`config.mk`:
```
export PLATFORM = sky130hd
export DESIGN_NAME = ov7670_dvp_tx
export DESIGN_NICKNAME = d
export VERILOG_FILES = /design/src/rtl/cam_pkg.sv /design/src/rtl/dvp_timing_gen.sv /design/src/rtl/ov7670_dvp_tx.sv
export SDC_FILE = /design/constraint.sdc
export NUM_CORES = 1
export LEC_CHECK = 0
export CORE_MARGIN = 3
export CORE_UTILIZATION = 38
export CTS_CLUSTER_SIZE = 30
export DETAILED_ROUTE_END_ITERATION = 12
export PLACE_DENSITY_LB_ADDON = 0.25
export REMOVE_ABC_BUFFERS = 1
export SLEW_MARGIN = 0
export SYNTH_ARGS = -nofsm -noshare
export SYNTH_HDL_FRONTEND = slang
export SYNTH_SLANG_ARGS = --single-unit
```
`constraint.sdc`:
```
create_clock -name clk -period 2.1 [get_ports clk]
set_clock_uncertainty 0.1 [all_clocks]
set_input_delay 0.63 -clock clk [delete_from_list [all_inputs] [get_ports clk]]
set_output_delay 0.63 -clock clk [all_outputs]
set_load 0.05 [all_outputs]
```
`src/rtl/cam_pkg.sv`:
```
// Shared types and constants for the OV7670-style DVP source.
package cam_pkg;

    typedef enum logic [1:0] {PAT_HGRAD, PAT_VGRAD, PAT_CHECK, PAT_EXT} pattern_t;
    typedef enum logic {S_IDLE, S_RUN} state_t;

    localparam logic [7:0] CHROMA_NEUTRAL = 8'h80;

endpackage

```
`src/rtl/dvp_timing_gen.sv`:
```
// PCLK phase generator plus byte/line raster counters for the DVP source.
module dvp_timing_gen
    import cam_pkg::*;
#(
    parameter int IMAGE_WIDTH  = 640,
    parameter int IMAGE_HEIGHT = 480,
    parameter int BLANK_WIDTH  = 144,
    parameter int BLANK_HEIGHT = 30,
    parameter int VSYNC_LINES  = 3,
    parameter int V_OFFSET     = 20
) (
    input  logic       clk,
    input  logic       n_rst,
    input  logic       run,
    output logic       pclk,
    output logic       byte_load,
    output logic       vsync,
    output logic       href,
    output logic       odd,
    output logic [7:0] x,
    output logic [7:0] y,
    output logic       frame_last
);

    localparam int FRAME_WIDTH  = IMAGE_WIDTH + BLANK_WIDTH;
    localparam int FRAME_HEIGHT = IMAGE_HEIGHT + BLANK_HEIGHT;
    localparam int LINE_BYTES   = 2 * FRAME_WIDTH;
    localparam int BYTE_W       = $clog2(LINE_BYTES);
    localparam int LINE_W       = $clog2(FRAME_HEIGHT);

    logic              pclk_q, pclk_d;
    logic [BYTE_W-1:0] byte_cnt_q, byte_cnt_d;
    logic [LINE_W-1:0] line_cnt_q, line_cnt_d;
    logic [31:0]       byte_ext, line_ext;
    logic              line_end;

    always_comb begin
        byte_ext   = 32'(byte_cnt_q);
        line_ext   = 32'(line_cnt_q);
        line_end   = (byte_ext == LINE_BYTES - 1);
        pclk_d     = run ? ~pclk_q : 1'b0;
        // Counters step on the PCLK falling edge, i.e. the clk edge where pclk_q is high.
        byte_load  = run & pclk_q;
        frame_last = line_end && (line_ext == FRAME_HEIGHT - 1);
        vsync      = (line_ext < VSYNC_LINES);
        href       = (line_ext >= V_OFFSET) && (line_ext < V_OFFSET + IMAGE_HEIGHT)
                     && (byte_ext < 2 * IMAGE_WIDTH);
        odd        = byte_cnt_q[0];
        x          = 8'(byte_cnt_q >> 1);
        y          = 8'(line_ext - V_OFFSET);
        byte_cnt_d = byte_cnt_q;
        line_cnt_d = line_cnt_q;
        if (byte_load) begin
            if (line_end) begin
                byte_cnt_d = '0;
                line_cnt_d = (line_ext == FRAME_HEIGHT - 1) ? '0 : line_cnt_q + LINE_W'(1);
            end else begin
                byte_cnt_d = byte_cnt_q + BYTE_W'(1);
            end
        end
    end

    always_ff @(posedge clk or negedge n_rst) begin
        if (!n_rst) begin
            pclk_q     <= 1'b0;
            byte_cnt_q <= '0;
            line_cnt_q <= '0;
        end else begin
            pclk_q     <= pclk_d;
            byte_cnt_q <= byte_cnt_d;
            line_cnt_q <= line_cnt_d;
        end
    end

    assign pclk = pclk_q;

endmodule

```
`src/rtl/ov7670_dvp_tx.sv`:
```
// OV7670-style DVP camera source: frame FSM and YUV422 (U,Y,V,Y) pattern mux.
module ov7670_dvp_tx
    import cam_pkg::*;
#(
    parameter int IMAGE_WIDTH  = 640,
    parameter int IMAGE_HEIGHT = 480,
    parameter int BLANK_WIDTH  = 144,
    parameter int BLANK_HEIGHT = 30,
    parameter int VSYNC_LINES  = 3,
    parameter int V_OFFSET     = 20
) (
    input  logic       clk,
    input  logic       n_rst,
    input  logic       enable,
    input  logic [1:0] pattern_sel,
    input  logic [7:0] px_y,
    output logic       px_req,
    output logic       cam_PCLK,
    output logic       cam_VSYNC,
    output logic       cam_HREF,
    output logic [7:0] cam_D,
    output logic       busy,
    output logic       frame_done
);

    if (VSYNC_LINES < 1 || VSYNC_LINES > V_OFFSET || V_OFFSET > BLANK_HEIGHT) begin : g_bad_geometry
        $error("ov7670_dvp_tx: need 1 <= VSYNC_LINES <= V_OFFSET <= BLANK_HEIGHT");
    end

    state_t     state_q, state_d;
    pattern_t   pat_q, pat_d;
    logic       busy_q, busy_d;
    logic       last_q, last_d;
    logic       done_q, done_d;
    logic       vsync_q, vsync_d;
    logic       href_q, href_d;
    logic [7:0] data_q, data_d;
    logic       run, stop;

    logic       tg_pclk, tg_load, tg_vsync, tg_href, tg_odd, tg_last;
    logic [7:0] tg_x, tg_y;

    dvp_timing_gen #(
        .IMAGE_WIDTH (IMAGE_WIDTH),
        .IMAGE_HEIGHT(IMAGE_HEIGHT),
        .BLANK_WIDTH (BLANK_WIDTH),
        .BLANK_HEIGHT(BLANK_HEIGHT),
        .VSYNC_LINES (VSYNC_LINES),
        .V_OFFSET    (V_OFFSET)
    ) u_timing (
        .clk       (clk),
        .n_rst     (n_rst),
        .run       (run),
        .pclk      (tg_pclk),
        .byte_load (tg_load),
        .vsync     (tg_vsync),
        .href      (tg_href),
        .odd       (tg_odd),
        .x         (tg_x),
        .y         (tg_y),
        .frame_last(tg_last)
    );

    function automatic logic [7:0] luma(input pattern_t pat, input logic [7:0] x,
                                        input logic [7:0] y, input logic [7:0] ext);
        case (pat)
            PAT_HGRAD: luma = x;
            PAT_VGRAD: luma = y;
            PAT_CHECK: luma = (x[3] ^ y[3]) ? 8'hFF : 8'h00;
            default:   luma = ext;
        endcase
    endfunction

    always_comb begin
        state_d = state_q;
        pat_d   = pat_q;
        busy_d  = busy_q;
        vsync_d = vsync_q;
        href_d  = href_q;
        data_d  = data_q;
        // frame_done_q marks the clk edge where the next frame would start; that is the only exit point.
        stop    = (state_q == S_RUN) && done_q && !enable;
        run     = (state_q == S_RUN) && !stop;
        last_d  = tg_load && tg_last;
        done_d  = last_q;
        px_req  = tg_load && tg_href && tg_odd && (pat_q == PAT_EXT);
        case (state_q)
            S_IDLE: begin
                if (enable) begin
                    state_d = S_RUN;
                    busy_d  = 1'b1;
                    pat_d   = pattern_t'(pattern_sel);
                end
            end
            default: begin
                if (done_q) begin
                    if (enable) begin
                        pat_d = pattern_t'(pattern_sel);
                    end else begin
                        state_d = S_IDLE;
                        busy_d  = 1'b0;
                        vsync_d = 1'b0;
                        href_d  = 1'b0;
                        data_d  = 8'h00;
                    end
                end
            end
        endcase
        if (tg_load) begin
            vsync_d = tg_vsync;
            href_d  = tg_href;
            if (!tg_href)
                data_d = 8'h00;
            else if (tg_odd)
                data_d = luma(pat_q, tg_x, tg_y, px_y);
            else
                data_d = CHROMA_NEUTRAL;
        end
    end

    always_ff @(posedge clk or negedge n_rst) begin
        if (!n_rst) begin
            state_q <= S_IDLE;
            pat_q   <= PAT_HGRAD;
            busy_q  <= 1'b0;
            last_q  <= 1'b0;
            done_q  <= 1'b0;
            vsync_q <= 1'b0;
            href_q  <= 1'b0;
            data_q  <= 8'h00;
        end else begin
            state_q <= state_d;
            pat_q   <= pat_d;
            busy_q  <= busy_d;
            last_q  <= last_d;
            done_q  <= done_d;
            vsync_q <= vsync_d;
            href_q  <= href_d;
            data_q  <= data_d;
        end
    end

    assign cam_PCLK   = tg_pclk;
    assign cam_VSYNC  = vsync_q;
    assign cam_HREF   = href_q;
    assign cam_D      = data_q;
    assign busy       = busy_q;
    assign frame_done = done_q;

endmodule

```
[Word level (Yosys, flattened, before mapping)]
Index checks and enable logic that the tools add are counted.
Widths: inputs -> output; s select.
Word-level totals
  register bits after elaboration: 37
  input bits: 13
  output and inout port bits: 14
  word-level logic and storage cells: 72
Cells by class
  $add $sub $neg: 3
  order comparisons: 4
  eq/ne operators: 8
  muxes and demuxes: 24
  bitwise operators: 3
  reductions and logical operators: 19
Operators with widths (number)
  $mux 8: 7
  $pmux 8 s3: 1
  $add 11x1->11 const B: 1
  $eq 11x11->1 const B: 1
  $lt 11x11->1 const B: 1
  $mux 1: 11
  $mux 11: 1
  $logic_and 1x1->1: 10
  $add 9x1->9 const B: 1
  $eq 9x9->1 const B: 1
  $ge 9x5->1 const B: 1
  $lt 9x2->1 const B: 1
  $lt 9x9->1 const B: 1
  $mux 9: 1
  $sub 8x5->8 const B: 1
  $mux 2: 3
  $reduce_and 3->1: 2
  $reduce_bool 2->1: 3
  $eq 2x2->1 const B: 2
  $ne 2x1->1 const B: 2
  $eq 2x1->1 const B: 1
  $logic_not 1->1: 2
  $logic_not 2->1: 1
  $ne 2x2->1 const B: 1
  4 further kinds: 4

[Depth between registers and ports, before layout]
Gate-level depths: netlist of the first run.
  depth in word-level cells: 8
  mapped depth: 7
  gate-level depth less buffers: 6

[Modules after synthesis]
Synthesis of the first run repeated with hierarchy kept, for this count alone.
Second synthesis, totals
  cells, all modules: 223
  area, all modules: 2188.3 µm²
Modules (own cells, without submodules)
  dvp_timing_gen: times used 1, cells each 145, area an instance 1317.5 µm², seq. area each 525.5 µm²
  ov7670_dvp_tx: times used 1, cells each 78, area an instance 870.8 µm², seq. area each 400.4 µm²

[Least setup slack after synthesis of the first run]
Ideal clock, no wire load.
  kind: register to output
  start: register u_timing.pclk_q, in the netlist u_timing.pclk
  end: output port px_req
  data arrival time: 1.855 ns
  data required time: 1.370 ns
  slack: -0.485 ns
  cell stages (with the launch flop): 4
  buffers on the path: 0
  cells stage by stage: dfrtp_1 nand4_1 nor4_2 and3_1
Between the ends
  longest elaborated chain between the ends: 4
RTL lines
  from (decl): line dvp_timing_gen.sv:31  | logic pclk_q, pclk_d;
  from (signal assigned): line dvp_timing_gen.sv:69  | pclk_q <= pclk_d;
  $and 1x1->1: line dvp_timing_gen.sv:43  | byte_load = run & pclk_q;
  $logic_and 1x1->1 (3 in a row): line ov7670_dvp_tx.sv:86  | px_req = tg_load && tg_href && tg_odd && (pat_q == PAT_EXT);
  to (decl): line ov7670_dvp_tx.sv:17  | output logic px_req,
No other way between the ends.

[Worst setup path in the final report of the first run]
  start: register u_timing.line_cnt_q[6]
  end: output port px_req
Between the ends
  longest elaborated chain between the ends: 6
  elaborated cells on any way between the ends: 7
  classes of those cells: 2 x order compare; 5 x reduce/logical
RTL lines
  from (decl): line dvp_timing_gen.sv:33  | logic [LINE_W-1:0] line_cnt_q, line_cnt_d;
  from (signal assigned): line dvp_timing_gen.sv:71  | line_cnt_q <= line_cnt_d;
  $ge 9x5->1 or $lt 9x9->1 (tied branches): line dvp_timing_gen.sv:46  | href = (line_ext >= V_OFFSET) && (line_ext < V_OFFSET + IMAGE_HEIGHT)
  $logic_and 1x1->1 *: line dvp_timing_gen.sv:46
  $logic_and 1x1->1 *: line dvp_timing_gen.sv:47  | && (byte_ext < 2 * IMAGE_WIDTH);
  $logic_and 1x1->1 * (3 in a row): line ov7670_dvp_tx.sv:86
Mark *: on every way between the ends. The rest lies on a longest branch, timed or not.

==> results of run 1 <==
==> cell type report <==
type / instances / area, um2 / share of cell area (%)
Tap cell: 70 / 87.6 / 2.93
Sequential cell: 37 / 926 / 31.0
Inverter: 12 / 45.0 / 1.51
Multi-Input combinational cell: 168 / 1180 / 39.4
Clock inverter: 1 / 5.00 / 0.168
Clock buffer: 7 / 96.3 / 3.23
Timing Repair Buffer: 80 / 649 / 21.8
==> synth_stat cells, drive strengths merged (6+ instances only) <==
cell    count  area (um2)
dfrtp      37         926
nand2      20        75.1
nor2       16        60.1
inv        11        41.3
nand3      11        55.1
a21oi      10        50.1
o21ai      10        50.0
clkbuf      9        33.8
o31ai       8        60.1
xnor2       8        70.1
nor4        7        56.3
ha          6        75.1
nand4       6        43.8
o41ai       6        52.6
==> layer usage <==
metal / global-route usage (%) / share of wire, %
met1: 25.7 / 47
met2: 34.2 / 47
met3: 3.29 / 5.0
met4: 4.98 / 1.1
met5: 0 / 0
==> kinds of logic after synthesis <==
kind of cell | synth area share [%]
and+or+nand+nor | 22.1
AOI/OAI and AO/OA | 18.5
DFF | 42.7
buffers and inverters | 4.44
xor gates and xnor gates | 4.44
muxes | 4.38
adders and majority gates | 3.46
==> critical path: cells and delay by family, from the launching register on <==
family	cells	cell delay, ns
simple gates	3	0.77
compound gates	1	0.19
buf+inv	2	0.30
flops	1	0.38
==> placed cells by master (no fill, tap or decap), types with 7 or more instances in the layout <==
master,count
xnor2_1,7
nand3_1,11
o31ai_1,8
nand2_1,20
buf_4,66
dfrtp_1,37
o21ai_0,7
clkdlybuf4s50_1,10
inv_1,11
nor2_1,16
clkbuf_8,7
a21oi_1,10
==> registers in the layout (all words and copies together) (netlist names) <==
name / count
pat_q: 2
cam_VSYNC: 1
state_q: 1
u_timing.line_cnt_q: 9
cam_D: 8
u_timing.byte_cnt_q: 11
done_d: 1
busy: 1
cam_HREF: 1
frame_done: 1
u_timing.pclk: 1
==> how the worst min path moves through the flow <==
stage / startpoint / endpoint / slack (ns) / cells after the start
final: n_rst / u_timing.line_cnt_q[2] / 0.14 / 1
after global routing: n_rst / u_timing.line_cnt_q[2] / 0.16 / 1
after CTS: n_rst / u_timing.line_cnt_q[2] / 0.15 / 1
after detailed placement: done_d / frame_done / 0.23 / 0
after global placement: done_d / frame_done / 0.23 / 0
after floorplan: n_rst / busy / 0.23 / 0
==> timing repair <==
action	in CTS	in global routing
pin swaps	3	1
setup endpoints to repair	16	7
cloned	0	0
hold endpoints to repair	0	0
resized for setup	3	3
==> per-stage QoR <==
step,power [uW],TNS [ns]
4_1_cts,1330,-0.611
2_1_floorplan,727,-0.485
6_report,1320,-0.572
3_3_place_gp,769,-8.47
5_1_grt,1370,-0.618
3_5_place_dp,769,-8.81
==> power groups by stage <==
stage | clock network (uW) | registers, uW | logic [uW]
2_1_floorplan | 0 | 726 | 1.17
3_3_place_gp | 0 | 726 | 42.8
3_5_place_dp | 0 | 726 | 43.2
4_1_cts | 573 | 712 | 43.6
5_1_grt | 611 | 712 | 46.9
6_report | 568 | 712 | 42.1
==> results.ini, run 1 <==
[status]
status=finished, violations left
violations=negative setup slack

[layout]
fin_cells=375
antennaDiodeCount=0
drive_gt1_share_pct=29.8
design_area_mm2=0.00299
final_util_pct=56.3
fillers=502
nNetsFinal=323
syn2layout_area_growth_pct=37.5

[run]
cap_viol_max_count=0

[sta]
hold_viol=0
rsz0062_at_grt=yes
fin_ws_ns=-0.572
slew-limit-headroom_pct=55.7
whs_ns=0.139
max_freq_ghz=0.374
min_period_over_period_pct=127
setup_violations=1
period_needed_ns=2.67
drv_slew=0
worst_slew_pin_slew_ns=0.660

[global_route]
grt_usage_pct=19.8
first_global_vias=2028
grt_max_degree=16
grt_pass1_wl_mm=10.0
antenna_found_initial=0
grt_overflow_total=0

[critical_path]
crit_type=reg -> out
rr_endpoint=cam_D[4]
crit_chain=or4_4, a311oi_2, buf_4, nor4_2, and3_4, buf_12
crit_path_start=u_timing.line_cnt_q[6]
reg2reg_from=u_timing.line_cnt_q[2]
critical_path.endpoint=px_req
reg2reg_slack_ns=0.08
crit_path_max_fanout=2
startpoint_type=flop
critPathMaxStageDelay_ns=0.56
endpoint_kind=output pin
cp.required_ns=1.37
critPathSlowestCell=or4_4
reg2regPathDepth=6
worstPathArrival_ns=1.94

[routing]
drtIter0Drc=72
routedWlPerCell_um=15.9
dr.pass1.iters=5
vias_per_cell=5.31
drc_errors=0
vias=1991
ant_nets=0
routed_wl_mm=5.97

[cts]
cts_buffer_depth=2
clk_pin_slew_worst_paths_ns=0.08
ctsHoldBuffers=0
numCtsBuffers=5
insertion_delay_ns=0.29
cts_sinks=37
cts-root-buf=clkbuf_8
h-tree-depth=2
post_cts_buffers=0
cts_tree=yes

[placement]
portBuffers=26
dpl_cell_area_mm2=0.00286
gp_congestion=0.904
place_hpwl_mm=4.58
dpl.cell_count=367
pre_cts_ws_ns=-0.671

[yosys]
synth_cells=230
synthFlopType=dfrtp_1
synth_edf_count=0
synth.distinct_cells=48
synth-seq-cells=37
syn_avg_cell_area_um2=9.44
async_flop_share_pct=100
ys_warn_count=0
synthesis.area_mm2=0.00217
synth-seq-area-share_pct=42.7

[die]
die_x_um=81.6
rows=26
die-area_mm2=0.00666
io_pins=27
chipHeight_um=81.6
initial_core_util_pct=40.9
core-area_mm2=0.00530

[pwr]
p_switching_uw=290
p_leak_uw=0.00133
power_density_mw_per_mm2=443
comb_power_share_pct=3.2
peakVddDrop_mv=0.242
p_sw_share_pct=21.9
p_int_uw=1030
pwr-share-clk_pct=43.0
seqPwrFrac_pct=53.8

[min_path]
hold_class=in -> async

(Power assumes the default switching activity.)
==> inputs of run 2 (changes only) <==
- PLACE_DENSITY: default -> 0.72
- PLACE_DENSITY_LB_ADDON: 0.25 -> default
==> results.ini, run 2 (synthesized netlist as in run 1, its figures left out) <==
[cts]
h-tree-depth=2  ; unchanged
cts_sinks=37  ; unchanged
numCtsBuffers=5  ; unchanged
insertion_delay_ns=0.30  ; about the same
clk_pin_slew_worst_paths_ns=0.08  ; about the same
cts_tree=yes
cts_buffer_depth=2  ; unchanged
cts-root-buf=clkbuf_8
ctsHoldBuffers=0  ; unchanged

[critical_path]
crit_type=reg -> out
crit_chain=or4_4, a311oi_4, nor4_2, and3_1, buf_12
reg2regPathDepth=7  ; +1
critPathSlowestCell=or4_4
critPathTopFamily=simple AND/OR/NAND/NOR gates
critPathMaxStageDelay_ns=0.55  ; about the same
startpoint_type=flop
worstPathArrival_ns=1.96  ; +0.02 ns
endpoint_kind=output pin
path_buf_inv=1  ; -1
cp.required_ns=1.37  ; about the same
worstSetupPathDepth=5  ; -1
crit_path_max_fanout=2  ; unchanged

[layout]
final_util_pct=56.7  ; +0.35 points
final_common_cell=buf_4
seqCellArea_um2=926  ; unchanged
fillers=471  ; -6.2%
nNetsFinal=322  ; -0.31%
drive_gt1_share_pct=31.3  ; +1.4 points
syn2layout_area_growth_pct=38.4
multi_input_area_mm2=0.00121  ; +3.2%
fin_cells=374  ; -0.27%
layout_common_cells=buf_4, dfrtp_1, nand2_1
antennaDiodeCount=0  ; unchanged
regMostFlops=u_timing.byte_cnt_q
largest_reg_flops=11  ; unchanged

[routing]
ant_nets=0  ; unchanged
vias=2061  ; +3.5%
dr.pass1.iters=4  ; -1
vias_per_cell=5.51  ; +3.8%
routedWlPerCell_um=15.8  ; -0.92%
drtIter0Drc=121  ; +68%
drc_errors=0  ; unchanged
routed_wl_mm=5.90  ; -1.2%

[die]
die-area_mm2=0.00666  ; unchanged
initial_core_util_pct=40.9  ; unchanged
rows=26  ; unchanged
io_pins=27  ; unchanged
chipHeight_um=81.6  ; unchanged
die_x_um=81.6  ; unchanged
core-area_mm2=0.00530  ; unchanged

[placement]
portBuffers=26  ; unchanged
dpl.cell_count=364  ; -0.82%
gp_congestion=0.900  ; -0.41%
place_hpwl_mm=4.40  ; -3.9%

[sta]
slew-limit-headroom_pct=58.3  ; +2.6 points
setup_violations=1  ; unchanged
rsz0062_at_grt=yes
drv_slew=0  ; unchanged
min_period_over_period_pct=128  ; +1.0 points
fin_ws_ns=-0.593  ; -0.0212 ns
whs_ns=0.250  ; +0.111 ns
period_needed_ns=2.69  ; +0.0212 ns
hold_viol=0  ; unchanged
max_freq_ghz=0.371  ; -0.79%
fin_tns_setup_ns=-0.593  ; -0.0212 ns
worst_slew_pin_slew_ns=0.622  ; -0.0383 ns

[pwr]
p_leak_uw=0.00133  ; -0.65%
peakVddDrop_mv=0.176  ; -27%
power_density_mw_per_mm2=416  ; -6.0%

[global_route]
grt_usage_pct=19.1  ; -0.65 points
grt_max_degree=38  ; +22
first_global_vias=2045  ; +0.84%
grt_pass1_wl_mm=9.73  ; -2.7%
antenna_found_initial=0  ; unchanged
grt_overflow_total=0  ; unchanged

[run]
cap_viol_max_count=0  ; unchanged

[status]
status=finished, violations left
violations=negative setup slack

[min_path]
hold_class=reg -> reg
hold_path_depth=0

-- run 2: layout make-up --
type / instances / area share, %
Multi-Input combinational cell: 168 / 40.4
Sequential cell: 37 / 30.8
Timing Repair Buffer: 79 / 21.5
Tap cell: 70 / 2.92
Clock buffer: 5 / 2.29
Inverter: 12 / 1.50
Clock inverter: 3 / 0.583
-- run 2: power by group --
group	internal, uW	switching [uW]
Sequential	712	0.0000000979
Combinational	21.6	19.0
Clock	229	269
-- run 2: metal layers --
metal | wire, um | GRT usage, % | part of all wire (%)
met5 | 0 | 0 | 0
met3 | 298 | 3.40 | 5.0
met2 | 2740 | 31.9 | 46
met1 | 2720 | 24.4 | 46
met4 | 143 | 7.81 | 2.4
-- run 2: worst paths after layout --
path | start | to | slack, ns
setup / recovery | u_timing.line_cnt_q[5] | px_req | -0.59
hold / removal | done_d | frame_done | 0.25
setup reg to reg | u_timing.line_cnt_q[5] | cam_D[2] | 0.06
min in group asynchronous | n_rst | cam_D[6] | 0.26
max in group asynchronous | n_rst | done_d | 1.29
hold reg to reg | done_d | frame_done | 0.25
-- run 2: metrics by stage --
| stage | cell area [um2] | total power (uW) | worst slack, ns |
|---|---|---|---|
| after floorplan | 2120 | 727 | -0.485 |
| after global placement | 2840 | 766 | -0.649 |
| after detailed placement | 2840 | 767 | -0.691 |
| after CTS | 2960 | 1270 | -0.681 |
| after global routing | 3000 | 1300 | -0.641 |
| final | 3000 | 1250 | -0.593 |
-- run 2: timing repair --
item / CTS / global route
setup endpoints to repair: 8 / 7
buffers inserted: 1 / 3
pin swaps: 5 / 4
resized for setup: 9 / 5
